## config.mk

```make
export PLATFORM = sky130hd
export DESIGN_NAME = seven_seg_scan_flat
export DESIGN_NICKNAME = d
export VERILOG_FILES = /design/src/rtl/seven_seg_scan_pkg.sv /design/src/rtl/seven_seg_scan_if.sv /design/src/rtl/seven_seg_scan_bcd_to_seg.sv /design/src/rtl/seven_seg_scan.sv /design/src/flat_wrapper.sv
export SDC_FILE = /design/constraint.sdc
export NUM_CORES = 1
export LEC_CHECK = 0
export BUFFER_PORTS_ARGS = -buffer_cell sky130_fd_sc_hd__buf_2
export CAP_MARGIN = 25
export CELL_PAD_IN_SITES_DETAIL_PLACEMENT = 2
export CELL_PAD_IN_SITES_GLOBAL_PLACEMENT = 2
export CORE_MARGIN = 3
export CORE_UTILIZATION = 35
export CTS_BUF_LIST = sky130_fd_sc_hd__clkbuf_4
export DETAILED_ROUTE_END_ITERATION = 8
export GPL_ROUTABILITY_DRIVEN = 1
export PLACE_DENSITY_LB_ADDON = 0.1
export SLEW_MARGIN = 20
export SYNTH_ARGS = -nofsm -noshare
export SYNTH_HDL_FRONTEND = slang
export SYNTH_HIERARCHICAL = 1
export SYNTH_SLANG_ARGS = --single-unit
```

## constraint.sdc

```tcl
create_clock -name clk -period 2.9 [get_ports clk]
set_clock_uncertainty 0.15 [all_clocks]
set_input_delay 0.58 -clock clk [delete_from_list [all_inputs] [get_ports clk]]
set_output_delay 0.58 -clock clk [all_outputs]
set_load 0.03 [all_outputs]
```

## src/rtl/seven_seg_scan_pkg.sv

```systemverilog
// Shared constants and BCD segment table for the four-digit seven-segment scanner.
// Segment codes are active-low gfedcba; bit 7 of the full seg bus is the decimal point.
package seven_seg_pkg;
   localparam int          NUM_DIGITS = 4;
   localparam logic [7:0]  SEG_OFF    = 8'hFF;
   localparam logic [3:0]  AN_OFF     = 4'hF;

   function automatic logic [6:0] bcd_decode(input logic [3:0] nib);
      logic [6:0] code;
      code = 7'b1111111;
      case (nib)
         4'd0: code = 7'b1000000;
         4'd1: code = 7'b1111001;
         4'd2: code = 7'b0100100;
         4'd3: code = 7'b0110000;
         4'd4: code = 7'b0011001;
         4'd5: code = 7'b0010010;
         4'd6: code = 7'b0000010;
         4'd7: code = 7'b1111000;
         4'd8: code = 7'b0000000;
         4'd9: code = 7'b0010000;
         default: code = 7'b1111111;
      endcase
      return code;
   endfunction
endpackage

```

## src/rtl/seven_seg_scan_if.sv

```systemverilog
// Display bus: digit/control inputs from the counter side, active-low seg/an to the board.
// master = digit source, slave = scan driver.
interface seven_seg_scan_if;
   import seven_seg_pkg::*;
   logic [4*NUM_DIGITS-1:0] digits;
   logic [NUM_DIGITS-1:0]   dp_en;
   logic [NUM_DIGITS-1:0]   blank;
   logic [NUM_DIGITS-1:0]   blink_en;
   logic [7:0]              seg;
   logic [NUM_DIGITS-1:0]   an;

   modport master (output digits, dp_en, blank, blink_en, input seg, an);
   modport slave  (input digits, dp_en, blank, blink_en, output seg, an);
endinterface

```

## src/rtl/seven_seg_scan_bcd_to_seg.sv

```systemverilog
// Combinational BCD nibble to active-low gfedcba decoder; codes 10-15 are dark.
// Zero latency, no flow control.
module bcd_to_seg
   import seven_seg_pkg::*;
(
   input  logic [3:0] nib_i,
   output logic [6:0] seg_o
);
   assign seg_o = bcd_decode(nib_i);
endmodule

```

## src/rtl/seven_seg_scan.sv

```systemverilog
// Four-digit time-multiplexed seven-segment driver with anode guard and per-digit blink.
// Registered outputs, one cycle from inputs; free-running, no backpressure.
module seven_seg_scan
   import seven_seg_pkg::*;
#(
   parameter int REFRESH_DIV = 100000,
   parameter int GUARD       = 2,
   parameter int BLINK_DIV   = 25000000
) (
   input  logic              clk,
   input  logic              rst,
   seven_seg_scan_if.slave   disp
);
   localparam int CNT_W = (REFRESH_DIV > 1) ? $clog2(REFRESH_DIV) : 1;
   localparam int BLK_W = (BLINK_DIV > 1) ? $clog2(BLINK_DIV) : 1;
   localparam logic [CNT_W-1:0] CNT_LAST = CNT_W'(REFRESH_DIV - 1);
   localparam logic [CNT_W-1:0] GUARD_C  = CNT_W'(GUARD);
   localparam logic [BLK_W-1:0] BLK_LAST = BLK_W'(BLINK_DIV - 1);

   logic [CNT_W-1:0] cnt_q, cnt_d;
   logic [1:0]       idx_q, idx_d;
   logic [BLK_W-1:0] blk_q, blk_d;
   logic             phase_q, phase_d;
   logic [7:0]       seg_q, seg_d;
   logic [3:0]       an_q, an_d;

   logic [3:0] nib;
   logic [6:0] seg7;
   logic       dark;

   assign nib  = disp.digits[{idx_q, 2'b00} +: 4];
   assign dark = disp.blank[idx_q] | (disp.blink_en[idx_q] & ~phase_q);

   bcd_to_seg u_dec (
      .nib_i (nib),
      .seg_o (seg7)
   );

   always_comb begin
      cnt_d   = cnt_q + CNT_W'(1);
      idx_d   = idx_q;
      blk_d   = blk_q + BLK_W'(1);
      phase_d = phase_q;
      an_d    = AN_OFF;
      seg_d   = SEG_OFF;
      // Slot wrap and blink wrap are independent and may coincide.
      if (cnt_q == CNT_LAST) begin
         cnt_d = '0;
         idx_d = idx_q + 2'd1;
      end
      if (blk_q == BLK_LAST) begin
         blk_d   = '0;
         phase_d = ~phase_q;
      end
      if ((cnt_q >= GUARD_C) && !dark) begin
         an_d  = ~(4'b0001 << idx_q);
         seg_d = {~disp.dp_en[idx_q], seg7};
      end
   end

   always_ff @(posedge clk) begin
      if (rst) begin
         cnt_q   <= '0;
         idx_q   <= '0;
         blk_q   <= '0;
         phase_q <= 1'b1;
         seg_q   <= SEG_OFF;
         an_q    <= AN_OFF;
      end else begin
         cnt_q   <= cnt_d;
         idx_q   <= idx_d;
         blk_q   <= blk_d;
         phase_q <= phase_d;
         seg_q   <= seg_d;
         an_q    <= an_d;
      end
   end

   assign disp.seg = seg_q;
   assign disp.an  = an_q;
endmodule

```

## src/flat_wrapper.sv

```systemverilog
// flat-port wrapper written by rule: the top's interface ports become plain ports
module seven_seg_scan_flat import seven_seg_pkg::*;
#(
   parameter int REFRESH_DIV = 100000,
   parameter int GUARD       = 2,
   parameter int BLINK_DIV   = 25000000
)
  (clk, rst, disp_digits, disp_dp_en, disp_blank, disp_blink_en, disp_seg, disp_an);
  seven_seg_scan_if disp_i ();
  input  logic clk;
  input  logic rst;
  input wire logic [$bits(disp_i.digits)-1:0] disp_digits;
  input wire logic [$bits(disp_i.dp_en)-1:0] disp_dp_en;
  input wire logic [$bits(disp_i.blank)-1:0] disp_blank;
  input wire logic [$bits(disp_i.blink_en)-1:0] disp_blink_en;
  output wire logic [$bits(disp_i.seg)-1:0] disp_seg;
  output wire logic [$bits(disp_i.an)-1:0] disp_an;
  assign disp_i.digits = disp_digits;
  assign disp_i.dp_en = disp_dp_en;
  assign disp_i.blank = disp_blank;
  assign disp_i.blink_en = disp_blink_en;
  assign disp_seg = disp_i.seg;
  assign disp_an = disp_i.an;
  seven_seg_scan #(.REFRESH_DIV(REFRESH_DIV), .GUARD(GUARD), .BLINK_DIV(BLINK_DIV)) u_core (.clk(clk), .rst(rst), .disp(disp_i));
endmodule
```

Yosys cells after proc, flatten, opt, wreduce, memory -nomap -nowiden:

Memories as Yosys holds them, arrays and structs flattened. A register that Yosys moved wholly into a read port is not among the register bits.
Cells that the tools add are included.

* word-level logic and storage cells: 33
* bits in read-only memories: 112
* memories kept: 1
* register bits after elaboration: 57
* output and inout port bits: 12
* input bits: 30

Memories
* (no name shown): words 16, width 7, read ports 1, clocked after memory_dff 1, wr ports 0, RTL line seven_seg_scan_pkg.sv:11 `case (nib)`

* bitwise operators: 6
* reductions and logical operators: 5
* multiplexer cells: 6
* equality and inequality tests: 2
* $add $sub $neg: 3
* magnitude comparators: 2
* shift-type cells: 2

Operators by type and width (number)
* 25-bit by 1-bit adder with 25-bit output, second input constant: 1
* 25-bit == test, second input constant: 1
* 17-bit by 1-bit adder with 17-bit output, second input constant: 1
* 17-bit == test, second input constant: 1
* 17-bit by 2-bit greater-or-equal comparator with 1-bit output, second input constant: 1
* 16-bit by 5-bit indexed part select with 4-bit output: 1
* 1-bit binary-select mux with 2-bit select: 3
* 2-bit OR reduction: 3
* 4-bit inverter: 1
* 1-bit by 2-bit left shift with 4-bit output, first input constant: 1
* 2-bit by 3-bit < comparator with 1-bit output, second input constant: 1
* 1-bit 2-to-1 mux: 3
* 1-bit inverter: 3
* 2-bit by 1-bit adder with 2-bit output, second input constant: 1
* 1-bit AND: 1
* 1-bit logical AND: 1
* 1-bit logical NOT: 1
* 1-bit OR: 1

Longest topological paths before layout:

* word-level depth: 8
* mapped depth: 8
* mapped depth without buffers: 7

Modules after synthesis:

Netlist, hierarchy kept.

Modules (own cells, without submodules)
* seven_seg_scan: area an instance 2627.5 µm², times used 1, sequential area each 1141.1 µm², cells an instance 281
* bcd_to_seg: area an instance 210.2 µm², times used 1, sequential area each 0.0 µm², cells an instance 33

Worst setup path before layout:

OpenSTA, ideal clock, no wires.

* kind: register to register
* from: reg u_core.idx_q[0]
* to: reg u_core.seg_q[2], in the netlist u_core/disp.seg[2]
* required time: 2.633 ns
* library setup time: 0.117 ns
* buffers on the path: 2
* arrival time: 1.876 ns
* path slack: 0.757 ns
* period minus slack after synthesis: 2.143 ns
* cell stages (with the launch flop): 7
* path through: dfxtp_1 > buf_2 > mux4_2 > a211o_1 > a41oi_1 > buf_2 > nand2b_1

* word-level cells in the longest chain between the ends: 8
* elaborated cells on any way between the ends: 11
* those cells by class: shift: 1; mux: 4; bitwise: 3; reduce/logical: 3

Ends and longest elaborated chain
* start, declared: RTL line seven_seg_scan.sv:21 `logic [1:0] idx_q, idx_d;`
* start signal, assigned: RTL line seven_seg_scan.sv:71 `idx_q <= idx_d;`
* 1-bit binary-select mux with 2-bit select: RTL line seven_seg_scan.sv:32 `assign dark = disp.blank[idx_q] | (disp.blink_en[idx_q] & ~phase_q);`
* 1-bit 2-to-1 mux (implied by the code): RTL line seven_seg_scan.sv:32
* 1-bit AND: RTL line seven_seg_scan.sv:32
* 1-bit OR: RTL line seven_seg_scan.sv:32
* 1-bit logical NOT: RTL line seven_seg_scan.sv:55 `if ((cnt_q >= GUARD_C) && !dark) begin`
* 1-bit logical AND: RTL line seven_seg_scan.sv:55
* 1-bit inverter (no line)
* 2-bit OR reduction (no line)
* end, declared: RTL line seven_seg_scan.sv:24 `logic [7:0] seg_q, seg_d;`

Parallel ways exist; a longest one is shown, timed or not. The select of a mux whose other input is x is not followed.
A chain may end at the register's enable or synchronous reset.

Final worst setup path:

* from: reg u_core.blk_q[16]
* to: reg u_core.blk_q[5]

* word-level cells in the longest chain between the ends: 2

Ends and longest elaborated chain
* start, declared: RTL line seven_seg_scan.sv:22 `logic [BLK_W-1:0] blk_q, blk_d;`
* start signal, assigned: RTL line seven_seg_scan.sv:72 `blk_q <= blk_d;`
* 25-bit == test: RTL line seven_seg_scan.sv:51 `if (blk_q == BLK_LAST) begin`
* 2-bit OR reduction (no line)

Every way passes these cells.

==> flow_summary_export.csv <==
group,metric,value,unit
status,status,"complete, no violations",
cells_and_area,diodes,0,
setup_path,worst_path_max_delay_cell,"or4_4",
setup_path,critPathRequiredTime,3.01,ns
floorplanning,dieArea,0.00922,sq mm
sta,fin_crit,2.31,ns
cells_and_area,nFillCells,896,
pwr,peakVddDrop,0.000190,V
clock_network,numCtsBuffers,9,
setup_path,critPathMaxFanout,24,
setup_path,cp_num_buf_inv,1,
placed_design,dp_hpwl,5620,microns
sta,hold_violations,0,
clock_network,numClockSinks,57,
global_routing,grt_max_degree,25,
worst_hold_path,hold_path.class,"in2reg",
placed_design,dp_slack,0.594,ns
clock_network,htreeDepth,3,
floorplanning,row_count,32,
clock_network,clock_latency,0.38,ns
clock_network,cts_hold_buf,0,
cells_and_area,regArea,0.00114,sq mm
detailed_routing,vias,2475,
floorplanning,die_h,96.0,microns
pwr,powerDensity,426,mW/mm^2
cells_and_area,area_growth,13.4,%
yosys,ys_async_sr_fraction,0,%
detailed_routing,routed_via_density,5.37,
setup_path,cp.arrival,2.42,ns
detailed_routing,wl_per_cell,16.3,microns
clock_network,cts_setup_buffers,0,
yosys,synth_seq_area_share,40.2,%
clock_network,clkSlewWorstSetupHoldPaths,0.10,ns
setup_path,start_kind,"flop",
setup_path,path_cells,"or4bb_1 > or4_4 > o31ai_4 > buf_4 > nor2_1",
run,cap_violations,0,
sta,final-max-slew-violation-count,0,
cells_and_area,fin_area,0.00322,sq mm
clock_network,cts_tree,"yes",
sta,setup_slack,0.595,ns
floorplanning,die_w,96.0,microns
detailed_routing,firstDrtPassIters,6,
global_routing,grt_use_total,17.3,%
placed_design,dpl_cell_area,0.00313,sq mm
clock_network,cts_root_buf,"clkbuf_4",
detailed_routing,drtIter0Drc,57,
sta,worst_pin_slew,0.482,ns
sta,rsz0062_at_grt,"false",
yosys,ys_ff_latch,57,
cells_and_area,nNetsFinal,399,
placed_design,gp_congestion,0.725,
yosys,yosys_warnings,6,
sta,setup_tns,0,ns
yosys,synth_cells,314,
floorplanning,core-area,0.00781,sq mm
setup_path,r2r_cells,5,
yosys,synth_fp_nets,356,
detailed_routing,wl,7490,microns
cells_and_area,multi_input_area,0.00158,sq mm
floorplanning,start_util,36.3,%
yosys,syn_area,0.00284,sq mm
placed_design,place.port_buffers,41,
clock_network,clockBufferDepth,2,
cells_and_area,drive_gt1_share,18.7,%
detailed_routing,postRouteAntennaNets,0,
floorplanning,io_pins,42,
clock_network,ctsResizeCount,0,
setup_path,critPathCaptureType,"flop",
global_routing,antenna_found_initial,0,
setup_path,crit_type,"reg2reg",
pwr,power.leakage,1.13,nW
sta,setup_viol,0,
sta,min_period_over_period,79.5,%
sta,clock.fmax,434,MHz
yosys,syn_avg_cell_area,9.04,sq um
setup_path,crit_family,"simple AND/OR/NAND/NOR gates",
global_routing,grt_pass1_wl,12400,microns
global_routing,grt_pass1_vias,2582,
yosys,synthFlopType,"dfxtp_1",
sta,slew-limit-headroom,67.8,%
yosys,synth_edf_count,0,
yosys,ys_types,35,
setup_path,max_stage_delay,0.55,ns
global_routing,gr-total-overflow,0,
detailed_routing,drc,0,
worst_hold_path,whs_path_depth,2,
setup_path,path_depth,5,
[cell families (layout without fill, tap and decap cells)]
group           after synthesis  after routing  synth area share, %
flops                        57             57                 40.2
compound gates               47             47                 10.1
fa+ha+maj                    12             12                 5.29
buf+inv                      25             70                 4.23
mux                           7              7                 5.56
xor+xnor                     24             24                 7.41
simple gates                142            142                 27.2
[through the flow]
step | util (%) | std cells | total power, mW | hold WS [ns]
2_1_floorplan | - | 314 | 0.893 | 0.287
3_3_place_gp | 40.0 | 448 | 0.931 | 0.323
3_5_place_dp | 40.0 | 448 | 0.935 | 0.320
4_1_cts | 41.2 | 461 | 1.40 | 0.280
5_1_grt | 41.2 | 461 | 1.46 | 0.287
6_report | 41.2 | 461 | 1.37 | 0.311
[synthesized netlist by cell type (all sizes together) (3+ instances only)]
cell     n  area, sq um
a21oi   19         98.9
and3     3         18.8
and4     7         61.3
buf      6         48.8
clkbuf   7         26.3
dfxtp   57         1140
ha      12          150
inv     12         45.0
mux4     7          158
nand2   17         63.8
nand2b  11         68.8
nand3   19         95.1
nand4   15         93.8
nor2    36          135
nor3     3         15.0
nor4     7         43.8
o21ai   15         75.1
o31ai   10         88.8
or3      9         56.3
or4     10         78.8
xnor2   11         96.3
xor2    13          114
[path summary, 6_finish.rpt]
path / slack (ns) / end / startpoint
worst max-delay path: 0.59 / u_core/blk_q[5] / u_core/blk_q[16]
worst min-delay path: 0.31 / u_core/idx_q[1] / rst
worst max register to register: 0.59 / u_core/blk_q[5] / u_core/blk_q[16]
worst min register to register: 0.33 / u_core/blk_q[0] / u_core/blk_q[0]
[registers in the layout, indices dropped and copies added (netlist names)]
signal / flops
u_core/disp.seg: 8
u_core/idx_q: 2
u_core/disp.an: 4
u_core/blk_q: 25
u_core/cnt_q: 17
u_core/phase_q: 1
[where the power goes]
| group | switching, mW | total (mW) | internal (mW) |
|---|---|---|---|
| Clock | 0.277 | 0.455 | 0.178 |
| Combinational | 0.0613 | 0.109 | 0.0482 |
| Sequential | 0.0121 | 0.806 | 0.794 |
[cell type report]
class / instances / share of cell area [%]
well taps: 102 / 3.97
multi-input cells: 232 / 49.0
repair buffers: 45 / 7.31
inverters: 12 / 1.40
clock inverters: 2 / 0.272
flip-flops and latches: 57 / 35.5
clock buffers: 11 / 2.57
[worst register-to-register path, cell delays in order, from the launching register on]
cell	delay (ns)
dfxtp_1	0.40
or4bb_1	0.50
or4_4	0.55
o31ai_4	0.18
buf_4	0.31
nor2_1	0.10
[placed cells by master (no fill, tap or decap), types with 4 or more instances in the layout]
master	instances
dfxtp_1	57
buf_2	41
nor2_1	36
nand3_1	19
a21oi_1	18
nand2_1	17
nand4_1	15
o21ai_0	14
xor2_1	13
inv_1	12
ha_1	12
clkbuf_4	11
xnor2_1	11
nand2b_1	11
or3_1	9
o31ai_1	9
or4_1	9
mux4_2	7
nor4_1	7
and4_1	7
buf_4	4
[layer usage]
| metal | up-vias | part of all wire, % | GRT usage, % |
|---|---|---|---|
| met4 | 0 | 1.5 | 6.52 |
| met2 | 31 | 46 | 27.9 |
| met1 | 1211 | 49 | 22.7 |
| met3 | 11 | 2.8 | 3.13 |
| li1 | 1222 | - | - |
| met5 | - | 0 | 0 |
No activity file was read; power rests on OpenSTA's default activity.
